**config.mk**
```make
export PLATFORM = sky130hd
export DESIGN_NAME = arith_pipe
export DESIGN_NICKNAME = d
export VERILOG_FILES = /design/src/rtl/arith_pkg.sv /design/src/rtl/sat_add.sv /design/src/rtl/arith_pipe.sv
export SDC_FILE = /design/constraint.sdc
export NUM_CORES = 1
export LEC_CHECK = 0
export BUFFER_PORTS_ARGS = -buffer_cell sky130_fd_sc_hd__buf_2
export CORE_MARGIN = 2
export CORE_UTILIZATION = 40
export CTS_CLUSTER_DIAMETER = 40
export DETAILED_ROUTE_END_ITERATION = 16
export PLACE_DENSITY = 0.6
export SLEW_MARGIN = 20
export SYNTH_ARGS = -nofsm -noshare
export SYNTH_HDL_FRONTEND = slang
export SYNTH_SLANG_ARGS = --single-unit
```
**constraint.sdc**
```tcl
create_clock -name clk -period 3.5 [get_ports clk]
set_clock_uncertainty 0.15 [all_clocks]
set_input_delay 0.175 -clock clk [delete_from_list [all_inputs] [get_ports clk]]
set_output_delay 0.175 -clock clk [all_outputs]
set_load 0.02 [all_outputs]
```
**src/rtl/arith_pkg.sv**
```systemverilog
// Shared arithmetic definitions for arith_pipe: wrap/saturate mode encoding
// and the full-precision overflow-detecting add used by sat_add.
package arith_pkg;

    typedef enum logic [0:0] {
        MODE_WRAP = 1'b0,
        MODE_SAT  = 1'b1
    } arith_mode_e;

    localparam int MAX_W = 64;

    typedef logic signed [MAX_W-1:0] wide_t;

    typedef struct packed {
        logic             ovf;
        logic [MAX_W-1:0] res;
    } add_res_t;

    // Operands arrive already sign-extended, so the wide sum is exact; overflow
    // is judged against the signed range of a width-bit result.
    function automatic add_res_t sat_add_fn(
        input wide_t       x,
        input wide_t       y,
        input int          width,
        input arith_mode_e mode
    );
        wide_t    s;
        wide_t    max_pos;
        wide_t    min_neg;
        add_res_t r;
        s       = x + y;
        max_pos = (64'sd1 <<< (width - 1)) - 64'sd1;
        min_neg = -max_pos - 64'sd1;
        r.ovf   = (s > max_pos) || (s < min_neg);
        if (r.ovf && (mode == MODE_SAT)) begin
            r.res = s[MAX_W-1] ? min_neg : max_pos;
        end else begin
            r.res = s;
        end
        return r;
    endfunction

endpackage

```
**src/rtl/sat_add.sv**
```systemverilog
// Signed WIDTH-bit add/subtract with overflow flag and optional saturation.
module sat_add
    import arith_pkg::*;
#(
    parameter int WIDTH = 4,
    parameter int SAT   = 0
) (
    input  logic [WIDTH-1:0] i_a,
    input  logic [WIDTH-1:0] i_b,
    input  logic             i_sub,
    output logic [WIDTH-1:0] o_res,
    output logic             o_ovf
);
    localparam arith_mode_e MODE = (SAT != 0) ? MODE_SAT : MODE_WRAP;

    wide_t                  w_a_ext;
    wide_t                  w_b_ext;
    add_res_t               w_r;
    logic [MAX_W-1:WIDTH]   w_unused_hi;

    assign w_a_ext     = wide_t'(signed'(i_a));
    assign w_b_ext     = i_sub ? -wide_t'(signed'(i_b)) : wide_t'(signed'(i_b));
    assign w_r         = sat_add_fn(w_a_ext, w_b_ext, WIDTH, MODE);
    assign o_res       = w_r.res[WIDTH-1:0];
    assign o_ovf       = w_r.ovf;
    assign w_unused_hi = w_r.res[MAX_W-1:WIDTH];

endmodule

```
**src/rtl/arith_pipe.sv**
```systemverilog
// Pipelined signed add/subtract with a handshaked output accumulator.
// One advance enable moves every stage, so a stalled output freezes the pipe.
module arith_pipe
    import arith_pkg::*;
#(
    parameter int WIDTH = 4,
    parameter int DEPTH = 3,
    parameter int SAT   = 0
) (
    input  logic             clk,
    input  logic             reset,
    input  logic             in_valid,
    output logic             in_ready,
    input  logic [WIDTH-1:0] a,
    input  logic [WIDTH-1:0] b,
    input  logic             clr,
    output logic             out_valid,
    input  logic             out_ready,
    output logic [WIDTH-1:0] ans_sum,
    output logic [WIDTH-1:0] ans_diff,
    output logic [WIDTH-1:0] ans_acc,
    output logic             ovf
);
    typedef struct packed {
        logic             vld;
        logic             ovf;
        logic [WIDTH-1:0] sum;
        logic [WIDTH-1:0] diff;
    } stage_t;

    stage_t           r_stage [DEPTH];
    stage_t           w_stage0;
    logic [WIDTH-1:0] w_sum;
    logic [WIDTH-1:0] w_diff;
    logic [WIDTH-1:0] w_acc_sum;
    logic [WIDTH-1:0] w_acc_next;
    logic [WIDTH-1:0] r_acc;
    logic             w_sum_ovf;
    logic             w_diff_ovf;
    logic             w_acc_ovf_unused;
    logic             w_adv;
    logic             w_hs;

    sat_add #(.WIDTH(WIDTH), .SAT(SAT)) u_sum (
        .i_a(a), .i_b(b), .i_sub(1'b0), .o_res(w_sum), .o_ovf(w_sum_ovf)
    );

    sat_add #(.WIDTH(WIDTH), .SAT(SAT)) u_diff (
        .i_a(a), .i_b(b), .i_sub(1'b1), .o_res(w_diff), .o_ovf(w_diff_ovf)
    );

    // Accumulator overflow is deliberately not reported on ovf.
    sat_add #(.WIDTH(WIDTH), .SAT(SAT)) u_acc (
        .i_a(r_acc), .i_b(ans_sum), .i_sub(1'b0), .o_res(w_acc_sum), .o_ovf(w_acc_ovf_unused)
    );

    assign w_adv     = !out_valid || out_ready;
    assign w_hs      = out_valid && out_ready;
    assign in_ready  = w_adv;
    assign out_valid = r_stage[DEPTH-1].vld;
    assign ans_sum   = r_stage[DEPTH-1].sum;
    assign ans_diff  = r_stage[DEPTH-1].diff;
    assign ovf       = r_stage[DEPTH-1].ovf;
    assign ans_acc   = r_acc;

    // Stage-0 payload: bubbles carry zero data so idle outputs stay quiet
    always_comb begin
        w_stage0 = '0;
        if (in_valid) begin
            w_stage0.vld  = 1'b1;
            w_stage0.ovf  = w_sum_ovf || w_diff_ovf;
            w_stage0.sum  = w_sum;
            w_stage0.diff = w_diff;
        end else begin
            w_stage0 = '0;
        end
    end

    // Pipeline register chain, all stages advance together
    always_ff @(posedge clk or negedge reset) begin
        if (!reset) begin
            for (int i = 0; i < DEPTH; i++) begin
                r_stage[i] <= '0;
            end
        end else if (w_adv) begin
            r_stage[0] <= w_stage0;
            for (int i = 1; i < DEPTH; i++) begin
                r_stage[i] <= r_stage[i-1];
            end
        end
    end

    // Accumulator next value: clear wins over accumulate but still keeps the delivered sum
    always_comb begin
        w_acc_next = r_acc;
        if (w_hs) begin
            w_acc_next = clr ? ans_sum : w_acc_sum;
        end else if (clr) begin
            w_acc_next = '0;
        end else begin
            w_acc_next = r_acc;
        end
    end

    // Accumulator register
    always_ff @(posedge clk or negedge reset) begin
        if (!reset) begin
            r_acc <= '0;
        end else begin
            r_acc <= w_acc_next;
        end
    end

endmodule

```
**Word level (Yosys, flattened, before mapping)**

Index checks and enable logic that the tools add are counted.

- Bits in registers: 34
- Bits of input ports: 13
- Output and inout port bits: 15

- $add $sub $neg: 4
- Magnitude comparators: 4
- Mux-type cells: 4
- Reductions and logical operators: 7

Operators with widths:

| cell | count |
|---|---|
| greater-than comparator 64 x 4 -> 1 bit (second input constant) | 2 |
| less-than comparator 64 x 4 -> 1 bit (second input constant) | 2 |
| adder 4 x 64 -> 64 bit | 1 |
| negator 4 -> 64 bit | 1 |
| 2-to-1 mux 4 bit | 3 |
| 2-to-1 mux 10 bit | 1 |
| adder 4 x 4 -> 5 bit | 1 |
| adder 4 bit | 1 |
| logical OR 1 bit | 4 |
| nonzero test 2 bit | 1 |
| logical AND 1 bit | 1 |
| logical NOT 1 bit | 1 |

**Depth between registers and ports, before layout**

- Depth after elaboration: 6
- Gate-level depth with buffers: 15
- Mapped depth without buffers: 15

**Cells and area by module**

From an unflattened synthesis, not the netlist that was laid out.

- Cells, all modules: 857
- Area, all modules: 5873.1 um2

By module, submodules not included:

| module | times used | cells each | area an instance (um2) | seq. area each (um2) |
|---|---|---|---|---|
| sat_add (u_acc ...) | 2 | 238 | 1510.2 | 0.0 |
| sat_add (u_sum) | 1 | 226 | 1446.4 | 0.0 |
| arith_pipe | 1 | 155 | 1406.3 | 850.8 |

**Worst setup path before layout**

OpenSTA, ideal clock, no wires.

- Path kind: in2reg
- From: input b[3]
- To: register r_stage[28] in the netlist's numbering
- Arrival time: 3802 ps
- Data required time: 3225 ps
- Slack: -577 ps
- Stages: 12
- Path buffers: 1
- Cells stage by stage: inv_1 ha_1 buf_2 a21o_1 fa_1 fa_1 fa_1 and4bb_2 nand4_1 a311o_1 a311oi_1 o21ai_1

- Longest elaborated chain between the ends: 6
- Elaborated cells on any way between the ends: 11
- Those cells by class: add/sub: 3; order compare: 4; mux: 1; reduce/logical: 3

Ends and longest elaborated chain:

| item | RTL line | source |
|---|---|---|
| start, declared | arith_pipe.sv:15 | `input logic [WIDTH-1:0] b,` |
| negator 4 -> 64 bit | sat_add.sv:22 | `assign w_b_ext = i_sub ? -wide_t'(signed'(i_b)) : wide_t'(signed'(i_b));` |
| adder 4 x 64 -> 64 bit | arith_pkg.sv:31 | `s = x + y;` |
| greater-than comparator 64 x 4 -> 1 bit or less-than comparator 64 x 4 -> 1 bit (tied branches) | arith_pkg.sv:34 | `r.ovf = (s > max_pos) \|\| (s < min_neg);` |
| logical OR 1 bit | arith_pkg.sv:34 |  |
| logical OR 1 bit (*) | arith_pipe.sv:71 | `w_stage0.ovf = w_sum_ovf \|\| w_diff_ovf;` |
| 2-to-1 mux 10 bit (*) | arith_pipe.sv:69 | `if (in_valid) begin` |
| end signal, assigned by index | arith_pipe.sv:88 | `r_stage[i] <= r_stage[i-1];` |
| end, declared | arith_pipe.sv:31 | `stage_t r_stage [DEPTH];` |

Every way passes the cells marked *; elsewhere a longest branch is shown, timed or not.
A chain may end at the register's enable or synchronous reset.

**Worst setup path in the final report**

- From: input a[0]
- To: register r_stage[28] in the netlist's numbering

- Longest elaborated chain between the ends: 5
- Elaborated cells on any way between the ends: 10
- Those cells by class: add/sub: 2; order compare: 4; mux: 1; reduce/logical: 3

Ends and longest elaborated chain:

| item | RTL line | source |
|---|---|---|
| start, declared | arith_pipe.sv:14 | `input logic [WIDTH-1:0] a,` |
| adder 4 x 64 -> 64 bit or adder 4 x 4 -> 5 bit (tied branches) | arith_pkg.sv:31 |  |
| greater-than comparator 64 x 4 -> 1 bit or less-than comparator 64 x 4 -> 1 bit (tied branches) | arith_pkg.sv:34 |  |
| logical OR 1 bit | arith_pkg.sv:34 |  |
| logical OR 1 bit (*) | arith_pipe.sv:71 |  |
| 2-to-1 mux 10 bit (*) | arith_pipe.sv:69 |  |

Marks and branches as above.

==> summary.md <==
| Metric | Value |
|---|---|
| Status | `completed` |
| Initial antenna violation count | `0` |
| Max-slew headroom | `53.0%` |
| Hold Vio Cnt, Final | `0` |
| Clock sinks | `31` |
| Unique cell type count in the Yosys netlist | `40` |
| Yosys warns | `0` |
| Final worst path period need | `3.41 ns` |
| Crit. Startpoint | `a[0]` |
| Layout cells sized above 1 | `25.3%` |
| Crit start category | `primary input` |
| Dpl cells | `362` |
| PortBufs | `27` |
| Pleak | `1.46 nW` |
| Worst vdd ir | `363 uV` |
| Drt total wl | `4400 um` |
| Mapped Cells | `256` |
| Syn Nets | `309` |
| Worst R2R End | `r_stage[22]` |
| Multi-input gate area | `0.00156 sq mm` |
| Overall global routing resource usage | `13.6%` |
| Root Buffer | `clkbuf_8` |
| Global route total overflow | `0` |
| Post-synthesis instance area | `0.00249 sq mm` |
| Non-Filler Instances | `372` |
| Delay-heaviest family, CP | `adder cells` |
| Fillers | `617` |
| Setup_tns | `0 ns` |
| Commonest non-fill, non-tap cells in the layout | `nand2_1 (70), dfrtp_1 (31), buf_2 (27)` |
| First-pass GRT wire length | `7760 um` |
| Sequential share of the synthesized area | `31.1%` |
| CP endpoint | `r_stage[28]` |
| IO Pins | `28` |
| Pin count of the biggest net entering global routing | `32` |
| # rows | `28` |
| Die Wd | `83.0 um` |
| Clock latency on the worst-skew pair | `0.27 ns` |
| Worst Hold Class | `primary input to register` |
| Element type at the critical path end | `register` |
| Pwr dens | `481 mW/mm^2` |
| Slowest stage delay, CP | `0.44 ns` |
| Chip height | `83.0 um` |
| Top cell type's share of synthesized area | `31.1%` |
| Clock buffer depth | `2` |
| Reg-to-Reg Start | `out_valid` |
| Final setup vio count | `0` |
| Max-cap violations | `0` |
| Critical-path top delay cell | `fa_1` |
| Total CTS buffers | `5` |
| Crit Path Class | `primary input to register` |
| Dominant cell type by area after synthesis | `dfrtp_1` |
| Top cells by area, synth | `dfrtp_1 (31%), fa_1 (23%), nand2_1 (11%)` |
| Worst Max-Slew Pin Slew | `0.705 ns` |
| Total power | `1.41 mW` |
| Worst path buffer plus inverter count | `3` |
| Synth Register Bits | `31` |
| Cell Chain, Critical Path | `buf_2 > inv_1 > ha_1 > inv_1 > fa_2 > a21o_1 > a21o_1 > fa_2 > fa_2 > fa_1 > and4bb_2 > nand4_1 > a311o_1 > a311oi_2 > o21ai_1` |
| Cell depth of the worst setup path | `15` |
| RSZ-0062 raised after global routing | `true` |
| FF/Latch Area | `776 sq um` |
| Fin crit share | `97.4%` |
| Peak Freq | `293 MHz` |
| Post-route ant nets | `0` |
| DR WL/cell | `11.8 um` |
| Crit path DAT | `3.42 ns` |
| Most frequent CP cell | `fa_2` |
| Crit-path max FO | `2` |
| H-tree levels | `2` |
| Routability-driven placement congestion ratio | `0.834` |
| Most common cell after layout, fill and taps aside | `nand2_1` |
| Vias per cell | `4.82` |
| Synth Area per Inst | `9.75 sq um` |
| DR pass1 iterations | `4` |
| Vias in the first global route | `1749` |
| TritonCTS clock tree | `built` |
| # DRC | `0` |
| Initial Utilization | `41.6%` |
| Syn-to-layout area delta | `17.4%` |
| DRT iter0 DRCs | `65` |
| Worst r2r path cells | `5` |
| Die Area | `0.00688 sq mm` |
| Final net count | `349` |
| Dpl hpwl | `3310 um` |
| Antenna Cells | `0` |
| Worst-path clk slew | `0.06 ns` |
| Max Slew Vio Count | `0` |
| CP required | `3.51 ns` |
| Via count | `1793` |
| Reg2reg setup slack | `1.32 ns` |
| Core ar. | `0.00599 sq mm` |
## cell type report
type                    count  share of cell area, %
inverters                  25                   3.33
clock buffers               8                   3.42
flip-flops and latches     31                   26.5
repair buffers             49                   10.3
multi-input cells         184                   53.2
well taps                  75                   3.20
## sequential cells by signal (all words and copies together), names as in the netlist
register / cells
r_stage: 18
ans_acc: 4
ans_sum: 4
ans_diff: 3
out_valid: 1
ovf: 1
## cell usage after synthesis
cell type / n
xor2_1: 1
and4b_2: 2
dfrtp_1: 31
mux2i_1: 1
nand4_1: 4
clkinv_1: 1
a311oi_1: 1
o21ai_1: 1
nand2_1: 70
nand2b_1: 3
and4_2: 1
and2b_2: 1
nand4b_1: 2
inv_1: 24
a21o_1: 8
ha_1: 11
buf_2: 1
nor4b_1: 2
o22ai_1: 2
o211ai_1: 1
o2111ai_1: 1
fa_1: 29
a221oi_1: 1
a21oi_1: 4
or4b_1: 1
xnor2_1: 4
nor3_1: 1
nand3_1: 3
a211o_1: 1
nor2_1: 7
and4bb_2: 3
clkbuf_8: 2
nor4bb_1: 3
buf_4: 8
o21ai_0: 6
nand3b_1: 4
a311o_1: 1
or3_1: 2
nor2b_1: 2
clkbuf_1: 5
## kinds of logic after synthesis
| group | after synthesis | synth area share, % |
|---|---|---|
| and+or+nand+nor | 111 | 22.5 |
| xor gates and xnor gates | 5 | 1.76 |
| muxes | 1 | 0.401 |
| buffers and inverters | 41 | 8.22 |
| adders and majority gates | 40 | 28.8 |
| AOI/OAI and AO/OA | 27 | 7.22 |
| DFF | 31 | 31.1 |
## per-layer routing
layer | vias up | routed length, um | GRT usage [%] | part of all wire (%)
met5 | - | 0 | 0 | 0
met2 | 33 | 2280 | 23.9 | 52
met4 | 0 | 89 | 5.37 | 2.0
met1 | 859 | 1880 | 16.0 | 43
met3 | 9 | 146 | 2.98 | 3.3
li1 | 892 | - | - | -
## metrics by stage
step,cell area [sq um],utilization [%],worst slack [ns],hold WS (ns)
after global routing,2930,48.9,-0.0152,0.0496
final,2930,48.9,0.0902,0.0381
after CTS,2910,48.6,0.00399,0.0365
after detailed placement,2790,46.6,-0.311,0.114
after floorplan,2520,-,-0.327,-0.271
after global placement,2790,46.6,-0.236,0.107
## tightest hold or removal path, cell delays in order
cell and delay (ns):
buf_2 0.14, nand3_1 0.07, nand2_1 0.05
## how the worst min path moves through the flow
stage	startpoint	endpoint	slack (ns)	cells after the start
2_1_floorplan	reset	ans_acc[0]	-0.27	0
3_3_place_gp	reset	ans_acc[2]	0.11	1
3_5_place_dp	reset	ans_acc[3]	0.11	1
4_1_cts	in_valid	r_stage[21]	0.04	3
5_1_grt	in_valid	r_stage[21]	0.05	3
6_report	in_valid	r_stage[21]	0.04	3
## report_power, final
part           switching, mW  internal, mW  total (mW)  leakage [nW]
logic                  0.340         0.228       0.568          1.01
clock network          0.123         0.179       0.302        0.0515
registers             0.0726         0.467       0.540         0.399
## repair_timing
item                                    in CTS  in global routing
endpoints found under the setup margin       1                  1
hold endpoints to repair                    31                  0
setup buffers                                1                  0
gates cloned                                 0                  0
hold buffers                                 1                  0
resized for setup                            1                  6
pin swaps                                    8                  7
No activity file was read; power rests on OpenSTA's default activity.
